===== src/rtl/mcp_controller_ext.sv =====
// mcp_controller_ext: multicycle MIPS control unit with addi/slti/bne/j,
// a memory-ready handshake, illegal-opcode flag and retired-instruction count.
//
// Parameters:
//   EXT_OPS        1: decode addi/slti/bne/j; 0: treat them as illegal
//   MEM_HANDSHAKE  1: mem_ready stretches FETCH/MEMRD/MEMWR; 0: mem_ready ignored
//   CNT_W          width of the retire counter
// Ports:
//   clk, reset          clock, asynchronous active-low reset
//   op, funct           instruction opcode and function fields
//   zero                ALU zero flag
//   mem_ready           memory access completes this cycle
//   pcen, memwrite, irwrite, regwrite   write strobes (combinational)
//   alusrca, iord, memtoreg, regdst     mux selects (combinational)
//   alusrcb, pcsrc, alucontrol          ALU/PC selects (combinational)
//   illegal_op          pulse in DECODE for an undecodable op
//   state               current state (registered, for debug)
//   instret             retired-instruction count (registered)
module mcp_controller_ext #(
  parameter bit          EXT_OPS       = 1'b1,
  parameter bit          MEM_HANDSHAKE = 1'b1,
  parameter int unsigned CNT_W         = 16
) (
  input  logic             clk,
  input  logic             reset,
  input  logic [5:0]       op,
  input  logic [5:0]       funct,
  input  logic             zero,
  input  logic             mem_ready,
  output logic             pcen,
  output logic             memwrite,
  output logic             irwrite,
  output logic             regwrite,
  output logic             alusrca,
  output logic             iord,
  output logic             memtoreg,
  output logic             regdst,
  output logic [1:0]       alusrcb,
  output logic [1:0]       pcsrc,
  output logic [2:0]       alucontrol,
  output logic             illegal_op,
  output logic [3:0]       state,
  output logic [CNT_W-1:0] instret
);

  localparam logic [5:0] OP_R    = 6'b000000;
  localparam logic [5:0] OP_LW   = 6'b100011;
  localparam logic [5:0] OP_SW   = 6'b101011;
  localparam logic [5:0] OP_BEQ  = 6'b000100;
  localparam logic [5:0] OP_BNE  = 6'b000101;
  localparam logic [5:0] OP_ADDI = 6'b001000;
  localparam logic [5:0] OP_SLTI = 6'b001010;
  localparam logic [5:0] OP_J    = 6'b000010;

  typedef enum logic [3:0] {
    S_FETCH   = 4'd0,
    S_DECODE  = 4'd1,
    S_MEMADR  = 4'd2,
    S_MEMRD   = 4'd3,
    S_MEMWB   = 4'd4,
    S_MEMWR   = 4'd5,
    S_RTYPEEX = 4'd6,
    S_RTYPEWB = 4'd7,
    S_BEQEX   = 4'd8,
    S_BNEEX   = 4'd9,
    S_ADDIEX  = 4'd10,
    S_SLTIEX  = 4'd11,
    S_IWB     = 4'd12,
    S_JEX     = 4'd13
  } state_t;

  state_t           state_q, state_d;
  logic             run_q;
  logic [CNT_W-1:0] instret_q;

  logic       mem_rdy;
  logic       pcwrite, branch, bne_br;
  logic [1:0] aluop;
  logic       ir_wr, mem_wr, reg_wr, illegal, retire;

  // Without the handshake every access completes in one cycle.
  assign mem_rdy = MEM_HANDSHAKE ? mem_ready : 1'b1;

  // State, run flag and retire counter. run_q holds the FSM idle in FETCH
  // until the first rising edge after reset is released.
  always_ff @(posedge clk or negedge reset) begin
    if (!reset) begin
      state_q   <= S_FETCH;
      run_q     <= 1'b0;
      instret_q <= '0;
    end else begin
      run_q <= 1'b1;
      if (run_q) begin
        state_q <= state_d;
        if (retire) instret_q <= instret_q + CNT_W'(1);
      end
    end
  end

  // Next state and per-state control
  always_comb begin
    state_d  = state_q;
    pcwrite  = 1'b0;
    branch   = 1'b0;
    bne_br   = 1'b0;
    aluop    = 2'b00;
    alusrca  = 1'b0;
    alusrcb  = 2'b00;
    pcsrc    = 2'b00;
    iord     = 1'b0;
    memtoreg = 1'b0;
    regdst   = 1'b0;
    ir_wr    = 1'b0;
    mem_wr   = 1'b0;
    reg_wr   = 1'b0;
    illegal  = 1'b0;
    retire   = 1'b0;
    case (state_q)
      S_FETCH: begin
        alusrcb = 2'b01;
        ir_wr   = mem_rdy;
        pcwrite = mem_rdy;
        if (mem_rdy) state_d = S_DECODE;
      end
      S_DECODE: begin
        alusrcb = 2'b11;
        state_d = S_FETCH;
        case (op)
          OP_LW, OP_SW: state_d = S_MEMADR;
          OP_R:         state_d = S_RTYPEEX;
          OP_BEQ:       state_d = S_BEQEX;
          OP_BNE: begin
            if (EXT_OPS) state_d = S_BNEEX;
            else         illegal = 1'b1;
          end
          OP_ADDI: begin
            if (EXT_OPS) state_d = S_ADDIEX;
            else         illegal = 1'b1;
          end
          OP_SLTI: begin
            if (EXT_OPS) state_d = S_SLTIEX;
            else         illegal = 1'b1;
          end
          OP_J: begin
            if (EXT_OPS) state_d = S_JEX;
            else         illegal = 1'b1;
          end
          default: illegal = 1'b1;
        endcase
      end
      S_MEMADR: begin
        alusrca = 1'b1;
        alusrcb = 2'b10;
        state_d = (op == OP_SW) ? S_MEMWR : S_MEMRD;
      end
      S_MEMRD: begin
        iord = 1'b1;
        if (mem_rdy) state_d = S_MEMWB;
      end
      S_MEMWB: begin
        memtoreg = 1'b1;
        reg_wr   = 1'b1;
        retire   = 1'b1;
        state_d  = S_FETCH;
      end
      S_MEMWR: begin
        // memwrite is held for the whole access, including wait cycles
        iord   = 1'b1;
        mem_wr = 1'b1;
        if (mem_rdy) begin
          retire  = 1'b1;
          state_d = S_FETCH;
        end
      end
      S_RTYPEEX: begin
        alusrca = 1'b1;
        aluop   = 2'b10;
        state_d = S_RTYPEWB;
      end
      S_RTYPEWB: begin
        regdst  = 1'b1;
        reg_wr  = 1'b1;
        retire  = 1'b1;
        state_d = S_FETCH;
      end
      S_BEQEX: begin
        alusrca = 1'b1;
        aluop   = 2'b01;
        pcsrc   = 2'b01;
        branch  = 1'b1;
        retire  = 1'b1;
        state_d = S_FETCH;
      end
      S_BNEEX: begin
        alusrca = 1'b1;
        aluop   = 2'b01;
        pcsrc   = 2'b01;
        bne_br  = 1'b1;
        retire  = 1'b1;
        state_d = S_FETCH;
      end
      S_ADDIEX: begin
        alusrca = 1'b1;
        alusrcb = 2'b10;
        state_d = S_IWB;
      end
      S_SLTIEX: begin
        alusrca = 1'b1;
        alusrcb = 2'b10;
        aluop   = 2'b11;
        state_d = S_IWB;
      end
      S_IWB: begin
        reg_wr  = 1'b1;
        retire  = 1'b1;
        state_d = S_FETCH;
      end
      S_JEX: begin
        pcsrc   = 2'b10;
        pcwrite = 1'b1;
        retire  = 1'b1;
        state_d = S_FETCH;
      end
      default: state_d = S_FETCH;
    endcase
  end

  // ALU operation decode
  always_comb begin
    alucontrol = 3'b010;
    case (aluop)
      2'b00: alucontrol = 3'b010;
      2'b01: alucontrol = 3'b110;
      2'b11: alucontrol = 3'b111;
      default: begin
        case (funct)
          6'b100000: alucontrol = 3'b010;
          6'b100010: alucontrol = 3'b110;
          6'b100100: alucontrol = 3'b000;
          6'b100101: alucontrol = 3'b001;
          6'b101010: alucontrol = 3'b111;
          default:   alucontrol = 3'b000;
        endcase
      end
    endcase
  end

  // Strobes are suppressed in reset and until the FSM starts running
  assign pcen       = run_q & (pcwrite | (branch & zero) | (bne_br & ~zero));
  assign irwrite    = run_q & ir_wr;
  assign memwrite   = run_q & mem_wr;
  assign regwrite   = run_q & reg_wr;
  assign illegal_op = run_q & illegal;
  assign state      = state_q;
  assign instret    = instret_q;

endmodule


===== config.mk =====
export PLATFORM = sky130hd
export DESIGN_NAME = mcp_controller_ext
export DESIGN_NICKNAME = d
export VERILOG_FILES = /design/src/rtl/mcp_controller_ext.sv
export SDC_FILE = /design/constraint.sdc
export NUM_CORES = 1
export LEC_CHECK = 0
export BUFFER_PORTS_ARGS = -buffer_cell sky130_fd_sc_hd__buf_2
export CAP_MARGIN = 25
export CELL_PAD_IN_SITES_DETAIL_PLACEMENT = 0
export CELL_PAD_IN_SITES_GLOBAL_PLACEMENT = 1
export CORE_UTILIZATION = 38
export DETAILED_ROUTE_END_ITERATION = 7
export GPL_TIMING_DRIVEN = 0
export PLACE_DENSITY_LB_ADDON = 0.2
export SLEW_MARGIN = 20
export SYNTH_ARGS = -nofsm -noshare
export SYNTH_HDL_FRONTEND = slang
export SYNTH_SLANG_ARGS = --single-unit

===== constraint.sdc =====
create_clock -name clk -period 5.4 [get_ports clk]
set_clock_uncertainty 0.05 [all_clocks]
set_input_delay 0.27 -clock clk [delete_from_list [all_inputs] [get_ports clk]]
set_output_delay 0.27 -clock clk [all_outputs]
set_load 0.1 [all_outputs]

# After elaboration in Yosys (flattened, before gate mapping)
# Index checks and enable logic that the tools add are counted.
dict set report totals {
  reg_bits 21
  inputBits 16
  elab_cells 82
}
dict set report op_classes {
  bitwise 10
  muxes 25
  reduce_logical 14
  add_sub_neg 1
  eq_ne 29
}
# operator count
set ops {}
lappend ops {{$pmux 4 s7} 2}
lappend ops {{$eq 6x6->1 const B} 6}
lappend ops {{$eq 4x4->1 const B} 6}
lappend ops {{$add 16x1->16 const B} 1}
lappend ops {{$eq 4x3->1 const B} 4}
lappend ops {{$eq 6x3->1 const B} 2}
lappend ops {{$eq 6x4->1 const B} 2}
lappend ops {{$mux 1} 12}
lappend ops {{$mux 4} 3}
lappend ops {{$pmux 2 s3} 2}
lappend ops {{$pmux 3 s4} 1}
lappend ops {{$reduce_or 6->1} 2}
lappend ops {{$pmux 3 s3} 1}
lappend ops {{$eq 4x2->1 const B} 2}
lappend ops {{$reduce_or 2->1} 4}
lappend ops {{$reduce_or 8->1} 1}
lappend ops {{$and 1x1->1} 7}
lappend ops {{$eq 6x2->1 const B} 1}
lappend ops {{$logic_not 6->1} 1}
lappend ops {{$ne 2x2->1 const B} 3}
lappend ops {{$reduce_or 3->1} 2}
lappend ops {{$eq 4x1->1 const B} 1}
lappend ops {{$logic_not 4->1} 1}
lappend ops {{$pmux 1 s2} 2}
lappend ops {{9 further kinds} 10}

# Logic depth before layout (Yosys ltp)
dict set report depth {
  word_depth 6
  depth_mapped 7
}

# Worst setup path before layout
# No wires, ideal clock.
dict set report synth_timing {
  kind {register to output}
  start {register state_q[0], in the netlist state[0]}
  end {output port illegal_op}
  setup_slack_ns -1.239
  t_arrival_ns 6.319
  path_buffers 1
  stages_incl_launch_ff 5
  cell_sequence {dfrtp_1 buf_2 nor2b_1 nand2_1 a2111oi_0}
}
dict set report synth_between {
  elab_chain_cells 3
}
# element line_no
set synth_lines {}
lappend synth_lines {{start: declaration} 72} ;# state_t state_q, state_d;
lappend synth_lines {{start signal: assignment} 94} ;# state_q <= state_d;
lappend synth_lines {{$eq 4x1->1} 118} ;# case (state_q)
lappend synth_lines {{$mux 1} 118}
lappend synth_lines {{$and 1x1->1} 253} ;# assign illegal_op = run_q & illegal;
lappend synth_lines {{end: declaration} 41} ;# output logic illegal_op,
# No other way between the ends.

# Final worst setup path
dict set report layout_timing {
  start {register state_q[2], in the netlist state[2]}
  end {output port alucontrol[0]}
}
dict set report layout_between {
  elab_chain_cells 5
  word_cells_on_any_way 10
  cone_classes {eq/ne: 6; mux: 2; reduce/logical: 2}
}
# element line_no
set layout_lines {}
lappend layout_lines {{$eq 4x4->1} 118}
lappend layout_lines {{$reduce_or 2->1 (no source line)} --}
lappend layout_lines {{$pmux 2 s3 *} 118}
lappend layout_lines {{$eq 2x2->1, or another cell as far along} 231} ;# case (aluop)
lappend layout_lines {{$pmux 3 s3 *} 231}
lappend layout_lines {{end: declaration} 40} ;# output logic [2:0] alucontrol,
# Every way passes the cells marked *; elsewhere a longest branch is shown, timed or not.

==> impl_metrics.yaml <==
clock_network:
  cts_inserted_buffers: 3
  cts_tree: "built"
  path_clk_slew_ps: 100
  root_buffer: "sky130_fd_sc_hd__clkbuf_4"
  hold_bufs_inserted_after_cts: 1
  cts.htree.levels: 1
  clock_path_buffers: 2
  worst_skew_pair.late_latency_ps: 300
  cts_resized: 0
  cts.sinks: 21
  postCtsSetupRepairBufs: 0
drt:
  wire_per_inst_um: 12.4
  ant_nets: 0
  drt-pass1-iter-count: 4
  routed_wirelength_um: 3210
  remaining_drc_errors: 0
  vias_after_detailed_routing: 1340
  dr.first_iter.drc_count: 40
  routed_via_density: 5.19
floorplanning:
  die_x_um: 62.4
  die-area_sq_um: 3890
  core_area_sq_um: 3420
  num_rows: 21
  starting_density_pct: 40.5
  num_io_pins: 52
  die_y_um: 62.4
cells_and_area:
  mostFrequentLayoutCells: "sky130_fd_sc_hd__buf_2 (53), sky130_fd_sc_hd__dfrtp_1 (21), sky130_fd_sc_hd__nor2_1 (19)"
  final_core_utilization_pct: 50.8
  antenna_diode_count: 0
  area_delta_synth_final_pct: 25.3
  final_common_cell: "sky130_fd_sc_hd__buf_2"
  share_of_final_layout_standard_cells_stronger_than_drive_strength_1_pct: 30.7
  design.final.nets: 230
  fillerInstances: 343
pwr:
  p_switching_uw: 561
  p_leak_uw: 0.000874
  internal_power_uw: 321
  total_power_uw: 882
  gate_power_share_pct: 67.4
  peakVddDrop_v: 0.000344
  clockPowerShare_pct: 8.3
  power_density_nw_per_um2: 508
  p_seq_share_pct: 24.3
  power.share.switching_pct: 63.6
sta:
  setup_violations: 0
  post-route-period-util_pct: 49.1
  setup_slack_ps: 2750
  finalHoldViolCount: 0
  normalized_max_slew_margin_pct: 61.9
  report.final.slew_viol_count: 0
  worst_slew_pin_slew_ps: 567
  grt_setup_unrepaired: "false"
  maxClockFrequency_ghz: 0.377
  timing.final.crit_period_ps: 2650
  setup-tns-final_ps: 0
yosys:
  yosys_warnings: 0
  unique_cell_type_count_in_the_yosys_netlist: 44
  yosys_register_bits: 21
  syn-cell-area_sq_um: 1390
  syn_area_per_cell_sq_um: 8.88
  synth_cells: 156
  synth-edff-count: 0
  dominantRegCellSynth: "sky130_fd_sc_hd__dfrtp_1"
  synth-seq-area-share_pct: 37.9
  postSynthNetCount: 173
  postSynth.asyncResetShare_pct: 100
flow_run:
  cap_viol_max_count: 0
setup_path:
  worst-setup-path-type: "reg2out"
  critPathMaxFanout: 9
  critPathLaunchType: "register"
  worst-r2r-setup-slack_ps: 3320
  required_ps: 5080
  worst-endpoint-arrival_ps: 2330
  setup.worst_path.end_class: "primary output"
place:
  placement.setup.worst_slack_ps: 3090
  hpwl_um: 2470
  place_congestion: 0.820
  portBuffers: 51
grt:
  grt_first_pass_wirelength_um: 5450
  grt_max_degree: 22
  groute.usage.overall_pct: 17.0
  grt_pass1_vias: 1208
  gr-total-overflow: 0
  antenna_found_initial: 0
worst_hold_path:
  min-delay-path-class: "in2reg"
status:
  outcome: "completed"
critical path: stages (launching register included):
cell and delay [ps]:
sky130_fd_sc_hd__dfrtp_1 360, sky130_fd_sc_hd__clkbuf_1 350, sky130_fd_sc_hd__nand2b_1 210, sky130_fd_sc_hd__or4_1 530, sky130_fd_sc_hd__a21oi_1 150, sky130_fd_sc_hd__buf_2 440
metal layers:
layer	track usage, %	routed length (um)
met1	23.1	1550
met2	27.2	1440
met3	5.11	201
met4	2.62	17
met5	0	0
final timing paths:
kind,from,endpoint,cells after the start
min in group asynchronous,reset,instret[15],2
max,state[2],alucontrol[0],5
max reg2reg,state[2],instret[13],7
min reg2reg,instret[15],instret[15],1
max in group asynchronous,reset,instret[1],2
min,op[4],state[3],4
flip-flops by register name, summed over array words and instances, names as in the netlist:
name / cells
instret: 16
state: 4
run_q: 1
through the flow:
| stage | area (sq um) | hold slack (ps) | cells |
|---|---|---|---|
| finish | 1740 | 273 | 258 |
| global route | 1740 | 284 | 258 |
| CTS | 1740 | 265 | 258 |
| detailed placement | 1700 | 195 | 253 |
| global placement | 1700 | 191 | 253 |
| floorplan | 1390 | -75.6 | 156 |
kinds of logic (layout without fill, tap and decap cells):
logic type | after synthesis | in the layout | synth area share (%)
AOI/OAI and AO/OA | 26 | 26 | 14.1
xor gates and xnor gates | 18 | 18 | 11.9
adders and majority gates | 1 | 1 | 0.903
buffers and inverters | 12 | 68 | 3.70
DFF | 21 | 21 | 37.9
muxes | 2 | 2 | 1.54
other | 1 | 1 | 0.271
and+or+nand+nor | 75 | 75 | 29.6
Yosys cell counts, types with 2 or more instances:
cell type | n | area share (%)
sky130_fd_sc_hd__a21oi_1 | 5 | 1.8
sky130_fd_sc_hd__a31oi_1 | 3 | 1.4
sky130_fd_sc_hd__and3_1 | 3 | 1.4
sky130_fd_sc_hd__and4_1 | 4 | 2.5
sky130_fd_sc_hd__buf_2 | 2 | 0.72
sky130_fd_sc_hd__clkbuf_1 | 4 | 1.1
sky130_fd_sc_hd__dfrtp_1 | 21 | 38
sky130_fd_sc_hd__inv_1 | 5 | 1.4
sky130_fd_sc_hd__nand2_1 | 18 | 4.9
sky130_fd_sc_hd__nand2b_1 | 3 | 1.4
sky130_fd_sc_hd__nand3_1 | 6 | 2.2
sky130_fd_sc_hd__nand4_1 | 3 | 1.4
sky130_fd_sc_hd__nor2_1 | 19 | 5.1
sky130_fd_sc_hd__nor2b_1 | 3 | 1.4
sky130_fd_sc_hd__nor3_1 | 6 | 2.2
sky130_fd_sc_hd__nor3b_1 | 2 | 1.1
sky130_fd_sc_hd__o211ai_1 | 2 | 1.1
sky130_fd_sc_hd__o21ai_0 | 5 | 1.8
sky130_fd_sc_hd__o31ai_1 | 2 | 1.1
sky130_fd_sc_hd__xnor2_1 | 15 | 9.5
sky130_fd_sc_hd__xor2_1 | 2 | 1.3
power by group through the flow:
stage	Sequential (uW)	Clock [uW]	Combinational, uW
after floorplan	381	0	336
after CTS	215	77.1	596
final	215	73.2	594
after global routing	222	83.8	623
after global placement	216	0	591
after detailed placement	218	0	594
layout make-up:
cell class | instances | area, sq um | share of cell area [%]
sequential | 21 | 526 | 30.3
tap | 46 | 57.6 | 3.32
multi-input combinational | 123 | 810 | 46.6
buffer | 7 | 32.5 | 1.87
inverter | 5 | 18.8 | 1.08
timing repair buffer | 52 | 265 | 15.3
clock buffer | 4 | 26.3 | 1.51
Note: power is estimated with default switching activity, not from simulation.
